$ cat src/rtl/srlatch_pkg.sv
// Shared constants for the SR latch driver: FSM state encoding and default timing.
package srlatch_pkg;

  localparam logic [1:0] IDLE    = 2'd0;
  localparam logic [1:0] DRIVE_S = 2'd1;
  localparam logic [1:0] DRIVE_R = 2'd2;
  localparam logic [1:0] GAP     = 2'd3;

  localparam int PULSE_W_DEF = 4;
  localparam int GAP_W_DEF   = 2;
  localparam int CNT_W_DEF   = 4;

endpackage

$ cat src/rtl/srlatch_pulse_cnt.sv
// Loadable down-counter with zero flag; holds at zero rather than wrapping.
module srlatch_pulse_cnt
  import srlatch_pkg::*;
#(
  parameter int CNT_W = CNT_W_DEF
) (
  input  logic             clk,
  input  logic             rst,
  input  logic             load,
  input  logic [CNT_W-1:0] load_val,
  input  logic             dec,
  output logic [CNT_W-1:0] cnt,
  output logic             zero
);

  always_ff @(posedge clk or posedge rst) begin
    if (rst) begin
      cnt <= '0;
    end else if (load) begin
      cnt <= load_val;
    end else if (dec && (cnt != '0)) begin
      cnt <= cnt - 1'b1;
    end
  end

  assign zero = (cnt == '0);

endmodule

$ cat src/rtl/srlatch_driver.sv
// Drives s/r of an asynchronous NOR SR latch with fixed-width pulses and a quiet gap.
// Optional feedback check of q_fb against q_model: define SRLATCH_DRIVER_FB_CHECK_EN.
//
// state   | meaning
// IDLE    | waiting for req_set / req_reset
// DRIVE_S | s held high for PULSE_W cycles
// DRIVE_R | r held high for PULSE_W cycles
// GAP     | s=r=0 for GAP_W cycles, done in last cycle
module srlatch_driver
  import srlatch_pkg::*;
#(
  parameter int PULSE_W = PULSE_W_DEF,
  parameter int GAP_W   = GAP_W_DEF,
  parameter int CNT_W   = CNT_W_DEF
) (
  input  logic clk,
  input  logic rst,
  input  logic req_set,
  input  logic req_reset,
  input  logic q_fb,
  output logic s,
  output logic r,
  output logic busy,
  output logic done,
  output logic q_model,
  output logic err
);

  localparam logic [CNT_W-1:0] PULSE_LD = CNT_W'(PULSE_W - 1);
  localparam logic [CNT_W-1:0] GAP_LD   = CNT_W'(GAP_W - 1);

  logic [1:0]       state;
  logic [1:0]       state_nxt;
  logic             cnt_load;
  logic [CNT_W-1:0] cnt_load_val;
  logic             cnt_dec;
  logic [CNT_W-1:0] cnt;
  logic             cnt_zero;

  srlatch_pulse_cnt #(.CNT_W(CNT_W)) u_cnt (
    .clk      (clk),
    .rst      (rst),
    .load     (cnt_load),
    .load_val (cnt_load_val),
    .dec      (cnt_dec),
    .cnt      (cnt),
    .zero     (cnt_zero)
  );

  // Reset wins when both requests arrive together.
  always_comb begin
    state_nxt    = state;
    cnt_load     = 1'b0;
    cnt_load_val = '0;
    cnt_dec      = 1'b0;
    case (state)
      IDLE: begin
        if (req_reset) begin
          state_nxt    = DRIVE_R;
          cnt_load     = 1'b1;
          cnt_load_val = PULSE_LD;
        end else if (req_set) begin
          state_nxt    = DRIVE_S;
          cnt_load     = 1'b1;
          cnt_load_val = PULSE_LD;
        end
      end
      DRIVE_S, DRIVE_R: begin
        if (cnt_zero) begin
          state_nxt    = GAP;
          cnt_load     = 1'b1;
          cnt_load_val = GAP_LD;
        end else begin
          cnt_dec = 1'b1;
        end
      end
      default: begin
        if (cnt_zero) begin
          state_nxt = IDLE;
        end else begin
          cnt_dec = 1'b1;
        end
      end
    endcase
  end

  // s and r come straight from flops decoded off a single next-state value,
  // so the latch never sees a glitch or both drives high at once.
  always_ff @(posedge clk or posedge rst) begin
    if (rst) begin
      state   <= IDLE;
      s       <= 1'b0;
      r       <= 1'b0;
      q_model <= 1'b0;
    end else begin
      state <= state_nxt;
      s     <= (state_nxt == DRIVE_S);
      r     <= (state_nxt == DRIVE_R);
      if (state == IDLE && state_nxt == DRIVE_S) begin
        q_model <= 1'b1;
      end else if (state == IDLE && state_nxt == DRIVE_R) begin
        q_model <= 1'b0;
      end
    end
  end

  assign busy = (state != IDLE);
  assign done = (state == GAP) && cnt_zero;

`ifdef SRLATCH_DRIVER_FB_CHECK_EN
  logic err_q;
  logic fb_mismatch;

  assign fb_mismatch = done && (q_fb != q_model);

  always_ff @(posedge clk or posedge rst) begin
    if (rst) begin
      err_q <= 1'b0;
    end else if (fb_mismatch) begin
      err_q <= 1'b1;
    end
  end

  // Flag the mismatch in the done cycle itself, then hold it.
  assign err = err_q | fb_mismatch;
`else
  logic unused_q_fb;

  assign unused_q_fb = q_fb;
  assign err         = 1'b0;
`endif

endmodule

$ cat config.mk
export PLATFORM = sky130hd
export DESIGN_NAME = srlatch_driver
export DESIGN_NICKNAME = d
export VERILOG_FILES = /design/src/rtl/srlatch_pkg.sv /design/src/rtl/srlatch_pulse_cnt.sv /design/src/rtl/srlatch_driver.sv
export SDC_FILE = /design/constraint.sdc
export NUM_CORES = 1
export LEC_CHECK = 0
export CORE_MARGIN = 2
export CORE_UTILIZATION = 30
export CTS_CLUSTER_SIZE = 14
export DETAILED_ROUTE_END_ITERATION = 10
export PLACE_DENSITY_LB_ADDON = 0.05
export REMOVE_ABC_BUFFERS = 1
export SETUP_SLACK_MARGIN = 0.05
export SYNTH_ARGS = -nofsm -noshare
export SYNTH_HDL_FRONTEND = slang
export SYNTH_SLANG_ARGS = --single-unit
export TNS_END_PERCENT = 1
$ cat constraint.sdc
create_clock -name clk -period 2.5 [get_ports clk]
set_input_delay 0.375 -clock clk [delete_from_list [all_inputs] [get_ports clk]]
set_output_delay 0.375 -clock clk [all_outputs]
set_load 0.1 [all_outputs]
# [Word level (Yosys, flattened, before mapping)]
# Cells that the tools add are included.
[classes] n_addsub=1 eq_ne=5 mux=19 n_reduce_logical=11
[op_table] cell="two-way mux 2 bit" n=6
[op_table] cell="two-way mux 1 bit" n=8
[op_table] cell="two-way mux 4 bit" n=2
[op_table] cell="case mux 2 bit (2 select lines)" n=2
[op_table] cell="equality test 2 bit, second input constant" n=3
[op_table] cell="nonzero test 2 bit" n=3
[op_table] cell="equality test 2 x 1 -> 1 bit, second input constant" n=2
[op_table] cell="logical AND 1 bit" n=4
[op_table] cell="logical NOT 4 bit" n=1
[op_table] cell="nonzero test 4 bit" n=1
[op_table] cell="subtractor 4 x 1 -> 4 bit, second input constant" n=1
[op_table] cell="logical NOT 2 bit" n=1
[op_table] cell="case mux 1 bit (2 select lines)" n=1
[op_table] cell="OR reduction 2 bit" n=1
[word_totals] ff_bits=9 input_bits=5 output_inout_bits=6

# [Depth between registers and ports, before layout]
# Gate-level depths: netlist of the first run.
[logic_depth] depth_word=7 depth_mapped=6

# [Hierarchy]
# Synthesis of the first run repeated with hierarchy kept, for this count alone.
[hier_totals] cells_unflattened=68 hier_area_um2=610.6
[by_module_without_submodules] mod="srlatch_driver" n_inst=1 cells_each=40 area_each_um2=349.1 seq_area_each_um2=125.1
[by_module_without_submodules] mod="srlatch_pulse_cnt" n_inst=1 cells_each=28 area_each_um2=261.5 seq_area_each_um2=100.1

# [Least setup slack after synthesis of the first run]
# OpenSTA, ideal clock, no wires.
[synth_path] path_type="reg-to-reg" from="reg u_cnt.cnt[0]" to="reg s" arrival_time_ns=1.756 setup_slack_ns=0.626 path_stages_with_launch=7 synth_period_minus_slack_ns=1.874 path_cell_list="dfrtp_1 > inv_1 > ha_1 > and4bb_2 > a211oi_2 > or2_1 > nor2b_2"
[synth_via] elab_chain_len=4 word_cells_on_any_way=5
[synth_lines] item="from (decl)" line_no="srlatch_pulse_cnt.sv:12" rtl="output logic [CNT_W-1:0] cnt,"
[synth_lines] item="from (signal assigned)" line_no="srlatch_pulse_cnt.sv:20" rtl="cnt <= load_val;"
[synth_lines] item="from (signal assigned)" line_no="srlatch_pulse_cnt.sv:22" rtl="cnt <= cnt - 1'b1;"
[synth_lines] item="logical NOT 4 bit *" line_no="srlatch_pulse_cnt.sv:26" rtl="assign zero = (cnt == '0);"
[synth_lines] item="two-way mux 2 bit (on tied branches)" line_no="srlatch_driver.sv:78, srlatch_driver.sv:69"
[synth_lines] item="case mux 2 bit (2 select lines) *" line_no="srlatch_driver.sv:56" rtl="case (state)"
[synth_lines] item="via state_nxt[0]" line_no="srlatch_driver.sv:33" rtl="logic [1:0] state_nxt;"
[synth_lines] item="equality test 2 x 1 -> 1 bit *" line_no="srlatch_driver.sv:97" rtl="s <= (state_nxt == DRIVE_S);"
[synth_lines] item="to (signal assigned)" line_no="srlatch_driver.sv:97"
[synth_lines] item="to (decl)" line_no="srlatch_driver.sv:21" rtl="output logic s,"
# The timed path passes the listed nets; every way through them passes the cells marked *.
# A chain may end at the register's enable or synchronous reset.

# [Worst setup path after layout of the first run]
[layout_path] from="reg u_cnt.cnt[0]" to="out done"
[layout_via] elab_chain_len=2
[layout_lines] item="logical NOT 4 bit" line_no="srlatch_pulse_cnt.sv:26"
[layout_lines] item="logical AND 1 bit" line_no="srlatch_driver.sv:108" rtl="assign done = (state == GAP) && cnt_zero;"
[layout_lines] item="to (decl)" line_no="srlatch_driver.sv:24" rtl="output logic done,"
# No other way between the ends.

==> key figures, run 1 <==
Run status
  • Status: finished clean

Routing
  • Routed Antenna Nets: 0
  • 1st-iter DRT viols: 1
  • Routed wire per std cell: between 10 and 15 um
  • # DRC: 0
  • Vias/cell: approximately 4.5
  • Routed via count: 430
  • WL final: around 1000 um
  • Initial DRT Pass Iterations: 2

Synthesis
  • Yosys top cell area share: between 40% and 50%
  • Synth warn: 0
  • Async set-or-reset flop fraction in the synthesized netlist: 100.0%
  • Most area-hungry cell type in the Yosys netlist: dfrtp_1
  • Yosys cell types: 27
  • Syn Area/Cell: about 9.4 um^2
  • Synth Cell Area: around 560 um^2
  • Most common cell in the netlist: dfrtp_1
  • Post-synth EDFFs: 0
  • Synth Flop Type: dfrtp_1
  • Seq cells post-synth: 9
  • Mapped Cells: 59
  • Register area share after synthesis: 40.45%
  • Most frequent cells after synthesis: 9 x dfrtp_1, 8 x inv_1, 7 x nor2_1
  • Top post-synthesis cells by area: dfrtp_1 40%, ha_1 9.0%, inv_1 5.4%

Finish
  • Fin nets: 80
  • Ratio of cells with drive above 1 in the final layout: 21.43%
  • Fillers: ~190
  • ANT cells: 0
  • Area delta synth->final: 21.12%
  • Finished Layout Cells: 95
  • Final core occ: approximately 39%

Critical path
  • Crit-path max FO: 4
  • Critical path arrival: approximately 1500 ps
  • Worst setup SP type: flip-flop
  • Crit. End Element: output port
  • WS Path Type: reg2out
  • CP required: roughly 2100 ps

Floorplanning
  • Die W: around 47 um
  • Initial Utilization: a little under a third
  • Num rows: 15
  • Chip Height: ~47 um
  • Floorplan core area: approximately 0.0017 mm^2
  • I/O pin cnt: 11
  • Die ar.: between 0.002 and 0.0025 mm^2

Timing
  • RSZ-0062 raised after global routing: no
  • Clock Skews: 1.866 ps
  • Endpoints failing hold: 0
  • Fin. max-slew vios: 0
  • Final WS setup: a little over 600 ps
  • Fmax: ~0.53 GHz
  • Final setup viols: 0
  • Sum Neg Setup Slack: 0 ps
  • Fin crit period: between 1500 and 2000 ps
  • Period utilization: around three quarters

Flow run
  • Max-cap violations: 0

Clock tree
  • # clock sinks: 9
  • Root Buffer: clkbuf_4
  • CTS Hold Bufs: 0
  • Htree depth: 1
  • Clk pin slew, worst setup/hold paths: around 60 ps
  • Post-CTS setup buffers: 0
  • # resized after CTS: 0
  • Max clock buf depth: 2
  • Clock latency at the later pin of the worst-skew pair: about 250 ps
  • CTS buffer count: 3
  • CTS tree: yes

Placement
  • Number of port buffers: 8
  • DP Worst Slack: 678.7 ps
  • Gpl congestion: roughly 0.7
  • DP HPWL: 828.6 um
  • Placed cell count: between 90 and 100

GRT
  • Largest net degree at the start of global routing: 10
  • First-pass GRT wire length: 1738 um
  • Vias in the first global route: slightly above 400
  • Overflow after GRT: 0
  • Initial antenna violation count: 0
  • Global-route usage over all layers: between 10% and 20%

Hold path
  • Worst Hold Class: in2async
-- logic make-up (layout without fill, tap and decap cells) --
family | count (synthesis) | in the layout | share of synthesized area (%)
AOI/OAI and AO/OA | 14 | 14 | 19.10
adders and majority gates | 4 | 4 | 8.989
buffers and inverters | 9 | 20 | 6.742
DFF | 9 | 9 | 40.45
other | 1 | 1 | 0.6735
and+or+nand+nor | 22 | 22 | 24.05
-- metal layers --
layer	global-route usage, %	vias up	wire length, um
li1	-	224	-
met1	16.51	197	559
met2	14.79	7	431
met3	1.538	2	40
met4	10.00	0	12
met5	0	-	0
-- layout by cell type, fill, tap and decap left out, types with 2 or more instances in the layout --
cell / instances
nor2_1: 7
nor3_1: 4
clkdlybuf4s50_1: 3
buf_4: 5
dfrtp_1: 9
a211o_1: 2
nand2_1: 2
clkbuf_4: 3
inv_1: 8
a21oi_1: 3
nand2b_1: 2
ha_1: 4
-- worst max-delay path: stages (launching register included) --
cell	delay (ps)
dfrtp_1	410
inv_1	90
ha_1	190
and4bb_2	280
buf_4	300
-- final timing paths --
| path | start | endpoint | slack [ps] | cells after the start |
|---|---|---|---|---|
| hold / removal | rst | state[0]$_DFF_PP0_ | 380 | 2 |
| setup reg to reg | u_cnt.cnt[0]$_DFFE_PP0P_ | q_model$_DFFE_PP0P_ | 670 | 6 |
| min in group clk | u_cnt.cnt[1]$_DFFE_PP0P_ | u_cnt.cnt[1]$_DFFE_PP0P_ | 560 | 1 |
| hold reg to reg | u_cnt.cnt[1]$_DFFE_PP0P_ | u_cnt.cnt[1]$_DFFE_PP0P_ | 560 | 1 |
| setup / recovery | u_cnt.cnt[0]$_DFFE_PP0P_ | done | 610 | 4 |
| max in group asynchronous | rst | u_cnt.cnt[2]$_DFFE_PP0P_ | 1870 | 2 |
-- sequential cells by signal, summed over array words and instances, names as in the netlist --
register and flops:
u_cnt.cnt 4, q_model 1, r 1, s 1
state 2
-- through the flow --
stage	instance area (um^2)	hold slack [ps]
floorplan	549.3	202.9
CTS	674.4	383.7
detailed placement	648.1	532.1
global placement	648.1	534.3
finish	674.4	377.3
global route	674.4	405.1
-- final cells by class --
cell class              instances  area, um^2  area share, %
clock buffers                   4       26.28          3.896
inverters                       8       30.03          4.453
multi-input cells              41       294.0          43.60
flip-flops and latches          9       225.2          33.40
well taps                      25       31.28          4.638
repair buffers                  8       67.56          10.02
Power of run 1 is not shown: default switching activity piles up to over one toggle a cycle in this logic, so the estimate is an artifact.
==> inputs of run 2 (changes only) <==
clock period = 1.8 ns   (was 2.5 ns; I/O delays follow)
==> key figures, run 2 (synthesized netlist as in run 1, its figures left out) <==
Clock tree
  • CTS Hold Bufs: 0 (unchanged)
  • Max clock buf depth: 2 (unchanged)
  • Htree depth: 1 (unchanged)
  • CTS tree: yes
  • # clock sinks: 9 (unchanged)
  • Root Buffer: clkbuf_4
  • Clock latency at the later pin of the worst-skew pair: 250 ps (about the same)
  • CTS buffer count: 3 (unchanged)
  • Clk pin slew, worst setup/hold paths: 50 ps (about the same)

Critical path
  • Crit path max-delay family: compound AO/OA/AOI/OAI gates
  • Crit. End Element: flip-flop
  • Critical path arrival: 1830 ps (+320 ps)
  • WS Path Type: reg2reg
  • CP max stage delay: 390 ps (-20 ps)
  • Chain of cells forming the critical path: inv_2 > ha_4 > or3b_4 > a211o_4 > a21oi_2 > o211ai_1
  • Worst setup SP type: flip-flop
  • Worst path bufs/invs: 1 (-1)
  • Slowest CP cell: dfrtp_1
  • Crit-path max FO: 4 (unchanged)
  • CP required: 1920 ps (-200 ps)

Finish
  • Area delta synth->final: 36.18%
  • Ratio of cells with drive above 1 in the final layout: 32.00% (+11 points)
  • Reg with most FFs: u_cnt.cnt
  • Fin nets: 85 (+6.3%)
  • Max reg flops: 4 (unchanged)
  • Largest registers: u_cnt.cnt (4), state (2)
  • Commonest non-fill, non-tap cell in the layout: dfrtp_1
  • Most frequent cells in the layout: 9 x dfrtp_1, 8 x buf_4, 7 x nor2_1
  • ANT cells: 0 (unchanged)
  • Finished Layout Cells: 100 (+5.3%)

Run status
  • Status: finished clean

GRT
  • Initial antenna violation count: 0 (unchanged)
  • Global-route usage over all layers: 10.43% (-1.1 points)
  • First-pass GRT wire length: 1587 um (-8.7%)
  • Largest net degree at the start of global routing: 10 (unchanged)
  • Vias in the first global route: 392 (-5.3%)
  • Overflow after GRT: 0 (unchanged)

Placement
  • Placed cell count: 94 (+3.3%)
  • Gpl congestion: 0.6854 (-1.9%)
  • Number of port buffers: 8 (unchanged)
  • DP HPWL: 803.4 um (-3.0%)

Floorplanning
  • Die W: 47.08 um (unchanged)
  • I/O pin cnt: 11 (unchanged)
  • Die ar.: 0.002217 mm^2 (unchanged)
  • Chip Height: 47.08 um (unchanged)
  • Initial Utilization: 31.90% (unchanged)
  • Floorplan core area: 0.001745 mm^2 (unchanged)
  • Num rows: 15 (unchanged)

Timing
  • Period utilization: approximately 95%
  • Fmax: between 0.5 and 0.6 GHz
  • Clock Skews: 1.902 ps (+0.03566 ps)
  • Fin. max-slew vios: 0 (unchanged)
  • Final setup viols: 0 (unchanged)
  • Fin crit period: 1717 ps
  • RSZ-0062 raised after global routing: yes
  • Endpoints failing hold: 0 (unchanged)

Routing
  • Routed Antenna Nets: 0 (unchanged)
  • # DRC: 0 (unchanged)
  • Routed via count: 446 (+3.7%)
  • Initial DRT Pass Iterations: 3 (+1)
  • Vias/cell: 4.460 (-1.5%)
  • WL final: 1004 um (-3.7%)
  • Routed wire per std cell: 10.04 um (-8.6%)
  • 1st-iter DRT viols: 3 (+2)

Flow run
  • Max-cap violations: 0 (unchanged)

Hold path
  • Worst Hold Class: in2async
[run 2: changes by cell type in the layout (fill, tap and decap cells not counted)]
cell and delta:
a211o_1 -1, buf_12 +2, a211o_4 +1, ha_1 -1, inv_1 -2, ha_4 +1
buf_4 +3, inv_2 +2
[run 2: worst paths after layout]
path | from | to | slack, ps | cells after the start
setup / recovery | u_cnt.cnt[1]$_DFFE_PP0P_ | q_model$_DFFE_PP0P_ | 80 | 6
hold / removal | rst | u_cnt.cnt[3]$_DFFE_PP0P_ | 270 | 2
setup reg to reg | u_cnt.cnt[1]$_DFFE_PP0P_ | q_model$_DFFE_PP0P_ | 80 | 6
hold reg to reg | q_model$_DFFE_PP0P_ | q_model$_DFFE_PP0P_ | 580 | 2
max in group asynchronous | rst | state[0]$_DFF_PP0_ | 1280 | 2
min in group clk | q_model$_DFFE_PP0P_ | q_model$_DFFE_PP0P_ | 580 | 2
[run 2: layout make-up]
cell class / instances / area [um^2]
clock buffer: 4 / 26.28
multi-input combinational: 41 / 315.3
tap: 25 / 31.28
fill: 182 / 987.2
inverter: 8 / 30.03
timing repair buffer: 13 / 130.1
sequential: 9 / 225.2
[run 2: per-layer routing]
metal  wire [um]  GRT usage, %  part of all wire [%]
met1         555         14.76                    55
met2         406         14.25                    40
met3          30         1.154                   3.0
met4          12         8.333                   1.2
met5           0             0                     0
[run 2: timing repair]
action,4_1_cts,5_1_grt
pin swaps,3,0
resized for setup,2,3
endpoints found under the setup margin,1,3
buffers inserted,1,1
[run 2: worst register-to-register path: cells and delay by family (launching register included)]
family | cells | cell delay [ps]
adders and majority gates | 1 | 140
buffers and inverters | 1 | 90
AOI/OAI and AO/OA | 3 | 570
DFF | 1 | 390
and+or+nand+nor | 1 | 390
[run 2: stage by stage]
| step | setup TNS [ps] | area, um^2 | worst slack, ps | hold WS (ps) | utilization (%) |
|---|---|---|---|---|---|
| final | 0 | 758.2 | 83.01 | 271.9 | 43.44 |
| after global routing | 0 | 758.2 | 12.01 | 294.6 | 43.44 |
| after CTS | 0 | 732.0 | 59.23 | 278.6 | 41.94 |
| after detailed placement | -10.97 | 695.7 | -10.97 | 520.1 | 39.86 |
| after global placement | -20.61 | 695.7 | -20.61 | 537.8 | 39.86 |
| after floorplan | -90.00 | 549.3 | -73.67 | 97.92 | - |
Power of run 2 is left out for the same reason.
